===== src/rtl/rf_pkg.sv =====
// Shared types for the register-file access controller.
// Op/state encodings and register-file geometry.
package rf_pkg;

  localparam int RF_ADDR_W = 3;
  localparam int RF_DEPTH  = 8;

  typedef enum logic [1:0] {
    OP_MOV  = 2'd0,
    OP_LDI  = 2'd1,
    OP_RD   = 2'd2,
    OP_SWAP = 2'd3
  } rf_op_t;

  typedef enum logic [2:0] {
    S_IDLE,
    S_RD_A,
    S_RD_B,
    S_WR_A,
    S_WR_B,
    S_RESP
  } rf_state_t;

endpackage


===== src/rtl/rf_access_ctrl_if.sv =====
// Command/response valid-ready bundle between decoder and controller.
// master = command issuer, slave = rf_access_ctrl.
interface rf_access_ctrl_if #(
  parameter int N = 8
);
  import rf_pkg::*;

  logic                 cmd_valid;
  logic                 cmd_ready;
  logic [1:0]           cmd_op;
  logic [RF_ADDR_W-1:0] cmd_ra;
  logic [RF_ADDR_W-1:0] cmd_rb;
  logic [N-1:0]         cmd_imm;
  logic                 rsp_valid;
  logic                 rsp_ready;
  logic [N-1:0]         rsp_data;

  modport master (
    output cmd_valid, cmd_op, cmd_ra,
    output cmd_rb, cmd_imm, rsp_ready,
    input  cmd_ready, rsp_valid, rsp_data
  );

  modport slave (
    input  cmd_valid, cmd_op, cmd_ra,
    input  cmd_rb, cmd_imm, rsp_ready,
    output cmd_ready, rsp_valid, rsp_data
  );

endinterface


===== src/rtl/rf_access_ctrl.sv =====
// Sequences register-file read/write ports for MOV/LDI/RD/SWAP.
// Only agent driving the file's control ports.
module rf_access_ctrl
  import rf_pkg::*;
#(
  parameter int N = 8
) (
  input  logic                 clk,
  input  logic                 rst_n,
  rf_access_ctrl_if.slave      bus,
  output logic                 rf_write_en,
  output logic                 rf_out_en,
  output logic [RF_ADDR_W-1:0] rf_sel,
  output logic [N-1:0]         rf_data_in,
  input  logic [N-1:0]         rf_data_out
);

  rf_state_t            state_q, state_d;
  rf_op_t               op_q;
  logic [RF_ADDR_W-1:0] ra_q, rb_q;
  logic [N-1:0]         imm_q;
  logic [N-1:0]         tmp0_q, tmp1_q;
  logic                 accept;

  assign accept = (state_q == S_IDLE) & bus.cmd_valid;

  always_comb begin
    state_d       = state_q;
    bus.cmd_ready = 1'b0;
    bus.rsp_valid = 1'b0;
    rf_write_en   = 1'b0;
    rf_out_en     = 1'b0;
    rf_sel        = '0;
    rf_data_in    = '0;
    unique case (state_q)
      S_IDLE: begin
        bus.cmd_ready = 1'b1;
        if (bus.cmd_valid) begin
          if (rf_op_t'(bus.cmd_op) == OP_LDI)
            state_d = S_WR_B;
          else
            state_d = S_RD_A;
        end
      end
      S_RD_A: begin
        rf_out_en = 1'b1;
        rf_sel    = ra_q;
        unique case (1'b1)
          op_q == OP_MOV:  state_d = S_WR_B;
          op_q == OP_SWAP: state_d = S_RD_B;
          default:         state_d = S_RESP;
        endcase
      end
      S_RD_B: begin
        rf_out_en = 1'b1;
        rf_sel    = rb_q;
        state_d   = S_WR_A;
      end
      S_WR_A: begin
        rf_write_en = 1'b1;
        rf_sel      = ra_q;
        rf_data_in  = tmp1_q;
        state_d     = S_WR_B;
      end
      S_WR_B: begin
        rf_write_en = 1'b1;
        rf_sel      = rb_q;
        rf_data_in  = (op_q == OP_LDI) ? imm_q : tmp0_q;
        state_d     = S_RESP;
      end
      S_RESP: begin
        bus.rsp_valid = 1'b1;
        if (bus.rsp_ready)
          state_d = S_IDLE;
      end
      default: state_d = S_IDLE;
    endcase
  end

  always_ff @(posedge clk or negedge rst_n) begin
    if (!rst_n) begin
      state_q <= S_IDLE;
    end else begin
      state_q <= state_d;
    end
  end

  always_ff @(posedge clk or negedge rst_n) begin
    if (!rst_n) begin
      op_q  <= OP_MOV;
      ra_q  <= '0;
      rb_q  <= '0;
      imm_q <= '0;
    end else if (accept) begin
      op_q  <= rf_op_t'(bus.cmd_op);
      ra_q  <= bus.cmd_ra;
      rb_q  <= bus.cmd_rb;
      imm_q <= bus.cmd_imm;
    end
  end

  // tmp0 ends every op holding the response value, so it is the response
  always_ff @(posedge clk or negedge rst_n) begin
    if (!rst_n) begin
      tmp0_q <= '0;
      tmp1_q <= '0;
    end else begin
      if (state_q == S_RD_A) tmp0_q <= rf_data_out;
      if (state_q == S_RD_B) tmp1_q <= rf_data_out;
      if (state_q == S_WR_B) tmp0_q <= rf_data_in;
    end
  end

  assign bus.rsp_data = tmp0_q;

endmodule

===== src/flat_wrapper.sv =====
// flat-port wrapper written by rule: the top's interface ports become plain ports
module rf_access_ctrl_flat import rf_pkg::*;
#(
  parameter int N = 8
)
  (clk, rst_n, rf_write_en, rf_out_en, rf_sel, rf_data_in, rf_data_out, bus_cmd_valid, bus_cmd_op, bus_cmd_ra, bus_cmd_rb, bus_cmd_imm, bus_rsp_ready, bus_cmd_ready, bus_rsp_valid, bus_rsp_data);
  rf_access_ctrl_if #(.N(N)) bus_i ();
  input  logic clk;
  input  logic rst_n;
  output logic rf_write_en;
  output logic rf_out_en;
  output logic [RF_ADDR_W-1:0] rf_sel;
  output logic [N-1:0] rf_data_in;
  input  logic [N-1:0] rf_data_out;
  input wire logic [$bits(bus_i.cmd_valid)-1:0] bus_cmd_valid;
  input wire logic [$bits(bus_i.cmd_op)-1:0] bus_cmd_op;
  input wire logic [$bits(bus_i.cmd_ra)-1:0] bus_cmd_ra;
  input wire logic [$bits(bus_i.cmd_rb)-1:0] bus_cmd_rb;
  input wire logic [$bits(bus_i.cmd_imm)-1:0] bus_cmd_imm;
  input wire logic [$bits(bus_i.rsp_ready)-1:0] bus_rsp_ready;
  output wire logic [$bits(bus_i.cmd_ready)-1:0] bus_cmd_ready;
  output wire logic [$bits(bus_i.rsp_valid)-1:0] bus_rsp_valid;
  output wire logic [$bits(bus_i.rsp_data)-1:0] bus_rsp_data;
  assign bus_i.cmd_valid = bus_cmd_valid;
  assign bus_i.cmd_op = bus_cmd_op;
  assign bus_i.cmd_ra = bus_cmd_ra;
  assign bus_i.cmd_rb = bus_cmd_rb;
  assign bus_i.cmd_imm = bus_cmd_imm;
  assign bus_i.rsp_ready = bus_rsp_ready;
  assign bus_cmd_ready = bus_i.cmd_ready;
  assign bus_rsp_valid = bus_i.rsp_valid;
  assign bus_rsp_data = bus_i.rsp_data;
  rf_access_ctrl #(.N(N)) u_core (.clk(clk), .rst_n(rst_n), .bus(bus_i), .rf_write_en(rf_write_en), .rf_out_en(rf_out_en), .rf_sel(rf_sel), .rf_data_in(rf_data_in), .rf_data_out(rf_data_out));
endmodule

===== config.mk =====
export PLATFORM = sky130hd
export DESIGN_NAME = rf_access_ctrl_flat
export DESIGN_NICKNAME = d
export VERILOG_FILES = /design/src/rtl/rf_pkg.sv /design/src/rtl/rf_access_ctrl_if.sv /design/src/rtl/rf_access_ctrl.sv /design/src/flat_wrapper.sv
export SDC_FILE = /design/constraint.sdc
export NUM_CORES = 1
export LEC_CHECK = 0
export CORE_ASPECT_RATIO = 0.8
export CORE_MARGIN = 2
export CORE_UTILIZATION = 43
export CTS_CLUSTER_SIZE = 25
export DETAILED_ROUTE_END_ITERATION = 8
export PLACE_DENSITY_LB_ADDON = 0.08
export RECOVER_POWER = 100
export SLEW_MARGIN = 20
export SYNTH_ARGS = -nofsm -noshare
export SYNTH_HDL_FRONTEND = slang
export SYNTH_SLANG_ARGS = --single-unit

===== constraint.sdc =====
create_clock -name clk -period 1.8 [get_ports clk]
set_clock_uncertainty 0.2 [all_clocks]
set_input_delay 0.36 -clock clk [delete_from_list [all_inputs] [get_ports clk]]
set_output_delay 0.36 -clock clk [all_outputs]
set_load 0.02 [all_outputs]

==> impl_metrics.json, run 1 <==
{
  "status": "complete, but fails checks",
  "violations": "setup timing",
  "critPathRequiredTime_ns": 1.24,
  "power_frac_clock": 0.104,
  "seq_area_frac_synth": 0.4871,
  "place_hpwl_um": 3428,
  "drv_slew": 0,
  "pre_cts_ws_ns": -0.4909,
  "endpoint_kind": "output port",
  "dieArea_sq_mm": 0.004718,
  "rsz0062_at_grt": "true",
  "cp_cell_sequence": "inv_2 > ha_4 > buf_12 > mux2i_4 > o2bb2ai_4 > buf_6",
  "die_x_um": 76.30,
  "grtUsageTotal": 0.2769,
  "setup_ws_ns": -0.3796,
  "seqCellArea_sq_um": 877.1,
  "die_h_um": 61.84,
  "cts_buffer_depth": 2,
  "gp_congestion": 0.8197,
  "fin_crit_sh": 1.211,
  "grt_pass1_wl_um": 9604,
  "crit_path_start_kind": "flip-flop",
  "internal_power_uw": 3728,
  "drc": 0,
  "power_density_mw_per_mm2": 1806,
  "crit_path_max_fanout": 5,
  "layout_min_cycle_time_ns": 2.180,
  "p_leak_uw": 0.001507,
  "antenna_found_initial": 0,
  "port_buffers": 50,
  "switchingPower_uw": 2462,
  "cap_viol_max_count": 0,
  "setup_tns_ns": -9.606,
  "peakVddDrop_mv": 1.378,
  "slowest_delay_ns": 0.40,
  "io_pins": 51,
  "cts_tree": "built",
  "syn_inst": 143,
  "worst_pin_slew_ns": 0.5112,
  "grt_max_degree": 20,
  "cts_inserted_buffers": 5,
  "final_common_cell": "dfrtp_1",
  "antenna_cells": 0,
  "layout-drive-gt1-share": 0.5547,
  "clock-root-buffer": "clkbuf_8",
  "grt.overflow.total": 0,
  "setup-violations-final": 48,
  "htree_levels": 2,
  "ys_ff_latch": 35,
  "cp_slowest_cell": "dfrtp_1",
  "routed_wl_um": 7261,
  "ant_nets": 0,
  "arrival_ns": 1.62,
  "syn2layout_area_growth_pct": 90.61,
  "rows": 20,
  "hold_class": "reg2reg",
  "grt_pass1_vias": 1795,
  "nets": 277,
  "start_util": 0.4606,
  "pwr-share-comb": 0.651,
  "vias_per_cell": 5.725,
  "final_util": 0.8779,
  "fill_cells": 169,
  "fp.coreArea_sq_mm": 0.003904,
  "max_clock_freq_mhz": 458.8,
  "ys_types": 34,
  "insertion_delay_ns": 0.29,
  "cts_sinks": 35,
  "vias": 1729,
  "pwr-share-seq": 0.245,
  "yosys_warnings": 0,
  "dr.first_iter.drc_count": 94,
  "swShare": 0.3977,
  "drt-wirelength-per-cell_um": 24.04,
  "multi_input_area_sq_mm": 0.001261,
  "syn_nets": 174,
  "hold_viol_final": 0,
  "clk_pin_slew_ns": 0.07,
  "syn_area_sq_mm": 0.001798,
  "relSlewSlack": 0.6592,
  "postSynthAreaPerCell_sq_um": 12.57,
  "setup.worst_path.class": "reg2out",
  "drtPass1Iterations": 4,
  "final_cell_mix": "34 x dfrtp_1, 30 x buf_6, 26 x clkdlybuf4s50_1, 23 x mux2_4, 21 x buf_4"
}
-- worst max-delay path, delay by kind of cell, from the launching register on --
kind,cells,cell delay (ns)
AOI/OAI and AO/OA,1,0.08
adders and majority gates,1,0.18
buffers and inverters,3,0.38
DFF,1,0.40
muxes,1,0.28
-- Yosys cell counts (all sizes together) --
cell type  instances  share of area
o22ai              1         0.0035
a21oi              3         0.0083
nor3b              2         0.0083
inv                3         0.0063
and2               1         0.0035
a21o               1         0.0042
nand3b             1         0.0042
nor2b              2         0.0070
or2                1         0.0035
and3               8          0.028
dfrtp             35           0.49
nand2              4         0.0083
o2bb2ai            8          0.039
nand3              1         0.0028
a22oi              3          0.013
mux2i              9          0.050
and2b              1         0.0056
clkbuf             4         0.0083
mux2              23           0.16
a211oi             1         0.0042
nor3               1         0.0090
nor2               1         0.0021
nand4bb            1         0.0063
or3b               1         0.0049
buf                7          0.026
nand2b             1         0.0035
ha                 3          0.021
or4                1         0.0042
a221o              8          0.045
and3b              1         0.0049
o21ai              6          0.017
-- cells by family after synthesis --
group           count (synthesis)  share of synthesized area
fa+ha+maj                       3                    0.02088
simple gates                   28                     0.1058
mux                            32                     0.2129
flops                          35                     0.4871
compound gates                 31                     0.1329
buf+inv                        14                    0.04036
-- path summary, 6_finish.rpt --
path | slack [ns] | end | cells after the start | from
worst max-delay path | -0.38 | rf_data_in[1] | 6 | u_core.op_q[1]
worst min-delay path | 0.35 | u_core.ra_q[1] | 1 | u_core.ra_q[1]
worst max register to register | -0.30 | u_core.ra_q[0] | 8 | u_core.state_q[0]
worst min register to register | 0.35 | u_core.ra_q[1] | 1 | u_core.ra_q[1]
max in group asynchronous | 0.26 | u_core.op_q[1] | 3 | rst_n
min in group asynchronous | 0.37 | u_core.op_q[0] | 2 | rst_n
-- flip-flops by register name, indices dropped and copies added, names as in the netlist --
name	cells
u_core.state_q	3
u_core.ra_q	3
u_core.rb_q	3
u_core.op_q	2
u_core.bus.rsp_data	8
u_core.imm_q	8
u_core.tmp1_q	8
-- layout make-up --
class / count / share of cell area
Timing Repair Buffer: 107 / 0.3235
Sequential cell: 35 / 0.2559
Clock buffer: 8 / 0.02921
Multi-Input combinational cell: 94 / 0.3680
Tap cell: 55 / 0.02008
Inverter: 3 / 0.003286
-- per-layer routing --
layer,track usage,up-vias,share of wire
li1,-,747,-
met1,0.3306,876,0.41
met2,0.5044,81,0.49
met3,0.06069,25,0.064
met4,0.1195,0,0.036
met5,0,-,0
-- per-stage QoR --
step           cells  area, sq um  power [uW]  hold WS, ns
3_5_place_dp     265         2754        4164       0.1232
2_1_floorplan    143         2047        3112      -0.1356
5_1_grt          302         3427        6388       0.3549
6_report         302         3427        6190       0.3507
4_1_cts          291         3218        5578       0.3224
3_3_place_gp     265         2754        4070       0.1138
-- what timing repair did --
item,CTS,global route
resized for setup,136,31
setup buffers,14,14
hold endpoints to repair,17,0
hold buffers,1,0
pin swaps,7,13
endpoints found under the setup margin,54,47
cloned,3,1
-- power by group through the flow --
stage               clock, uW  sequential (uW)  combinational [uW]
detailed placement          0             1390                2770
global route              687             1530                4170
global placement            0             1370                2700
finish                    645             1520                4030
floorplan                   0             1500                1620
CTS                       641             1460                3470
(Power assumes the default switching activity.)
==> run 2: changes to the inputs <==
--- a/config.mk
+++ b/config.mk
@@ -13,5 +13,5 @@
 export PLACE_DENSITY_LB_ADDON = 0.08
 export RECOVER_POWER = 100
-export SLEW_MARGIN = 20
+export SLEW_MARGIN = 15
 export SYNTH_ARGS = -nofsm -noshare
 export SYNTH_HDL_FRONTEND = slang
==> constraint.sdc (replaced) <==
create_clock -name clk -period 1.8 [get_ports clk]
set_clock_uncertainty 0.2 [all_clocks]
set_input_delay 0.36 -clock clk [delete_from_list [all_inputs] [get_ports clk]]
set_output_delay 0.36 -clock clk [all_outputs]
set_load 0.05 [all_outputs]
==> impl_metrics.json, run 2 (synthesis results as in run 1) <==
{
  "die_x_um": 76.30,
  "relSlewSlack": 0.4014,
  "dieArea_sq_mm": 0.004718,
  "drc": 0,
  "max_clock_freq_mhz": 444.2,
  "crit_path_max_fanout": 5,
  "fp.coreArea_sq_mm": 0.003904,
  "ant_nets": 0,
  "place_hpwl_um": 3540,
  "drv_slew": 0,
  "clk_pin_slew_ns": 0.08,
  "nets": 262,
  "vias": 1678,
  "routed_wl_um": 7344,
  "cap_viol_max_count": 0,
  "start_util": 0.4606,
  "worstReg2RegStart": "u_core.state_q[2]",
  "worst_pin_slew_ns": 0.8979,
  "htree_levels": 2,
  "rsz0062_at_grt": "true",
  "p_leak_uw": 0.001473,
  "drt-wirelength-per-cell_um": 25.68,
  "layout-drive-gt1-share": 0.5974,
  "port_buffers": 50,
  "arrival_ns": 1.69,
  "grtUsageTotal": 0.2894,
  "hold_viol_final": 0,
  "dr.first_iter.drc_count": 137,
  "final_util": 0.8821,
  "antenna_found_initial": 0,
  "clock-root-buffer": "clkbuf_8",
  "power_density_mw_per_mm2": 1995,
  "die_h_um": 61.84,
  "grt.overflow.total": 0,
  "peakVddDrop_mv": 1.346,
  "final_common_cell": "dfrtp_1",
  "hold_class": "reg2reg",
  "cts_tree": "built",
  "grt_pass1_vias": 1829,
  "gp_congestion": 0.7928,
  "worstHoldStart": "u_core.ra_q[2]",
  "drtPass1Iterations": 4,
  "setup_ws_ns": -0.4512,
  "setup.worst_path.class": "reg2out",
  "violations": "setup timing",
  "fin_crit_sh": 1.251,
  "rows": 20,
  "syn2layout_area_growth_pct": 91.51,
  "rr_endpoint": "u_core.state_q[2]",
  "antenna_cells": 0,
  "cts_hold_buf": 0,
  "grt_pass1_wl_um": 9977,
  "final_cell_mix": "32 x dfrtp_1, 26 x clkdlybuf4s50_1, 23 x buf_12, 21 x buf_4, 16 x mux2_4",
  "insertion_delay_ns": 0.30,
  "power_uw": 6870,
  "endpoint_kind": "output port",
  "io_pins": 51,
  "min_delay_path_depth": 1,
  "grt_max_degree": 36,
  "worstRegToRegCells": 6,
  "vias_per_cell": 5.867,
  "hold_path_end": "u_core.ra_q[2]",
  "cts_inserted_buffers": 5,
  "cts_sinks": 35,
  "regToRegSetupSlack_ns": -0.14,
  "critPathRequiredTime_ns": 1.24,
  "status": "complete, but fails checks",
  "crit_path_start_kind": "flip-flop",
  "layout_min_cycle_time_ns": 2.251,
  "setup-violations-final": 32,
  "cts_buffer_depth": 2
}
## run 2: cell types whose count changed in the layout (fill, tap and decap cells not counted), moves of 5 or more
cell           previous run  this run
clkbuf_4                  5         0
dlygate4sd2_1             8         0
buf_12                    5        23
mux2_4                   23        16
clkbuf_1                  5         0
mux2_2                    0         7
buf_6                    30        11
## run 2: layout make-up
type                            count  area [sq um]
Timing Repair Buffer               91          1120
Clock buffer                        6         82.58
Inverter                            3         11.26
Clock inverter                      1         5.005
Fill cell                         161         460.4
Multi-Input combinational cell     95          1276
Sequential cell                    35         879.6
Tap cell                           55         68.82
## run 2: stage by stage
| step | setup TNS, ns | hold WS, ns | cells | cell area (sq um) | setup slack (ns) |
|---|---|---|---|---|---|
| finish | -6.535 | 0.3648 | 286 | 3443 | -0.4512 |
| global route | -8.086 | 0.3772 | 286 | 3443 | -0.4780 |
| CTS | -5.135 | 0.2404 | 282 | 3428 | -0.4202 |
| detailed placement | -2.683 | 0.3067 | 260 | 2947 | -0.1241 |
| global placement | -1.492 | 0.2985 | 260 | 2947 | -0.1049 |
| floorplan | -5.177 | -0.1356 | 143 | 2036 | -0.2528 |
## run 2: critical path, stage by stage, from the launching register on
cell,delay (ns)
dfrtp_1,0.41
inv_2,0.09
ha_4,0.17
buf_12,0.16
mux2i_4,0.29
o2bb2ai_4,0.11
buf_12,0.15
## run 2: power breakdown
part / internal, uW / switching [uW]
combinational: 2380 / 2240
clock: 301 / 307
sequential: 1130 / 522
total: 3810 / 3060
## run 2: what timing repair did
item	CTS	global route
cloned	2	0
gates resized for setup	55	14
setup buffers	14	5
endpoints found under the setup margin	42	47
pin swaps	9	10
## run 2: worst max-delay path by stage
stage                      start              end  slack, ns  cells past startpoint
2_1_floorplan  u_core.state_q[2]  u_core.imm_q[0]      -0.25                      5
3_3_place_gp   u_core.state_q[0]    rf_data_in[4]      -0.10                      3
3_5_place_dp      u_core.op_q[1]    rf_data_in[2]      -0.12                      6
4_1_cts           u_core.op_q[1]    rf_data_in[2]      -0.42                      7
5_1_grt           u_core.op_q[1]    rf_data_in[2]      -0.48                      6
6_report          u_core.op_q[1]    rf_data_in[2]      -0.45                      6
## run 2: per-layer routing
layer / wire, um / share of wire / up-vias / track usage
met5: 0 / 0 / - / 0
met4: 237 / 0.032 / 0 / 0.1403
met3: 571 / 0.078 / 26 / 0.07081
met2: 3819 / 0.52 / 104 / 0.5209
met1: 2715 / 0.37 / 836 / 0.3398
li1: - / - / 712 / -
==> run 3: changes to the inputs <==
CORE_MARGIN = 1   (was 2)
CORE_UTILIZATION = 30   (was 43)
SLEW_MARGIN = default   (was 15)
==> impl_metrics.json, run 3 (synthesis results as in run 1) <==
{
  "arrival_ns": 1.59,
  "grt_pass1_vias": 1709,
  "drv_slew": 0,
  "vias_per_cell": 4.961,
  "nets": 258,
  "place_area_sq_mm": 0.002970,
  "place_hpwl_um": 3590,
  "power_density_mw_per_mm2": 1899,
  "final_cell_mix": "33 x dfrtp_1, 26 x clkdlybuf4s50_1, 19 x buf_12, 16 x mux2_4, 16 x buf_4",
  "peakVddDrop_mv": 0.7731,
  "layout-drive-gt1-share": 0.5746,
  "setup-violations-final": 31,
  "fp.coreArea_sq_mm": 0.005615,
  "final_util": 0.6003,
  "cts_inserted_buffers": 5,
  "antenna_found_initial": 0,
  "rows": 24,
  "vias": 1518,
  "dr.first_iter.drc_count": 53,
  "routed_wl_um": 5508,
  "cts_tree": "built",
  "htree_levels": 2,
  "hold_ws_ns": 0.3157,
  "start_util": 0.3202,
  "grt_pass1_wl_um": 8838,
  "die_h_um": 71.24,
  "max_clock_freq_mhz": 464.5,
  "drt-wirelength-per-cell_um": 18.00,
  "antenna_cells": 0,
  "fin_area_sq_mm": 0.003371,
  "fill_cells": 463,
  "crit_path_max_fanout": 5,
  "syn2layout_area_growth_pct": 87.47,
  "io_pins": 51,
  "rsz0062_at_grt": "true",
  "gp_congestion": 0.7803,
  "hold_class": "reg2reg",
  "status": "complete, but fails checks",
  "grt_max_degree": 36,
  "clock-root-buffer": "clkbuf_8",
  "grtUsageTotal": 0.1916,
  "critPathRequiredTime_ns": 1.24,
  "relSlewSlack": 0.3913,
  "dieArea_sq_mm": 0.006309,
  "drtPass1Iterations": 4,
  "fin_crit_sh": 1.196,
  "final_common_cell": "dfrtp_1",
  "clk_pin_slew_ns": 0.07,
  "crit_path_start_kind": "flip-flop",
  "drc": 0,
  "cts_buffer_depth": 2,
  "cap_viol_max_count": 0,
  "insertion_delay_ns": 0.29,
  "port_buffers": 50,
  "cts_sinks": 35,
  "power_uw": 6402,
  "endpoint_kind": "output port",
  "ant_nets": 0,
  "pre_cts_ws_ns": -0.1411,
  "worst_pin_slew_ns": 0.9130,
  "layout_min_cycle_time_ns": 2.153,
  "grt.overflow.total": 0,
  "violations": "setup timing",
  "setup_ws_ns": -0.3529,
  "die_x_um": 88.56,
  "hold_viol_final": 0,
  "setup.worst_path.class": "reg2out",
  "p_leak_uw": 0.001427
}
run 3: cell types whose count changed in the layout (fill, tap and decap cells not counted), sizes merged:
cell and delta:
buf -11, clkbuf +8, clkinv -1, clkinvlp +1
run 3: metrics by stage:
stage	TNS, ns	instances
after CTS	-5.709	304
after global routing	-9.127	306
after detailed placement	-2.679	283
after floorplan	-5.177	143
final	-7.141	306
after global placement	-1.355	283
run 3: final cells by class:
class,instances,area [sq um],area share
multi-input cells,95,1285,0.3812
clock inverters,1,7.507,0.002227
inverters,3,11.26,0.003341
flip-flops and latches,35,878.3,0.2606
repair buffers,87,994.7,0.2951
well taps,78,97.59,0.02895
clock buffers,7,96.34,0.02858
run 3: worst max-delay path, stage by stage, from the launching register on:
cell	delay [ns]
dfrtp_1	0.44
buf_6	0.16
and2b_4	0.18
nor2b_4	0.13
or2_4	0.24
buf_12	0.15
run 3: final timing paths:
path                                   start           endpoint  slack (ns)  cells after the start
max                        u_core.state_q[1]          rf_out_en       -0.35                      5
min                           u_core.ra_q[2]     u_core.ra_q[2]        0.32                      1
max reg2reg                u_core.state_q[1]     u_core.rb_q[2]       -0.16                      7
min reg2reg                   u_core.ra_q[2]     u_core.ra_q[2]        0.32                      1
max in group asynchronous              rst_n  u_core.state_q[0]        0.15                      3
min in group asynchronous              rst_n   u_core.tmp1_q[3]        0.61                      3
run 3: repair_timing:
action | in CTS | in global routing
cloned | 1 | 1
hold buffers | 1 | 0
pin swaps | 16 | 7
buffers inserted | 11 | 4
gates resized for setup | 53 | 16
setup endpoints to repair | 23 | 47
endpoints found under the hold margin | 35 | 0
run 3: where the power goes:
part,internal (uW),switching (uW)
logic,2170,2050
registers,1130,416
clock network,348,293
run 3: per-layer routing:
| metal | vias up | GRT usage | share of wire |
|---|---|---|---|
| met5 | - | 0 | 0 |
| met4 | 0 | 0.06093 | 0.012 |
| met3 | 7 | 0.04147 | 0.052 |
| met2 | 49 | 0.3231 | 0.50 |
| met1 | 752 | 0.2454 | 0.44 |
| li1 | 710 | - | - |
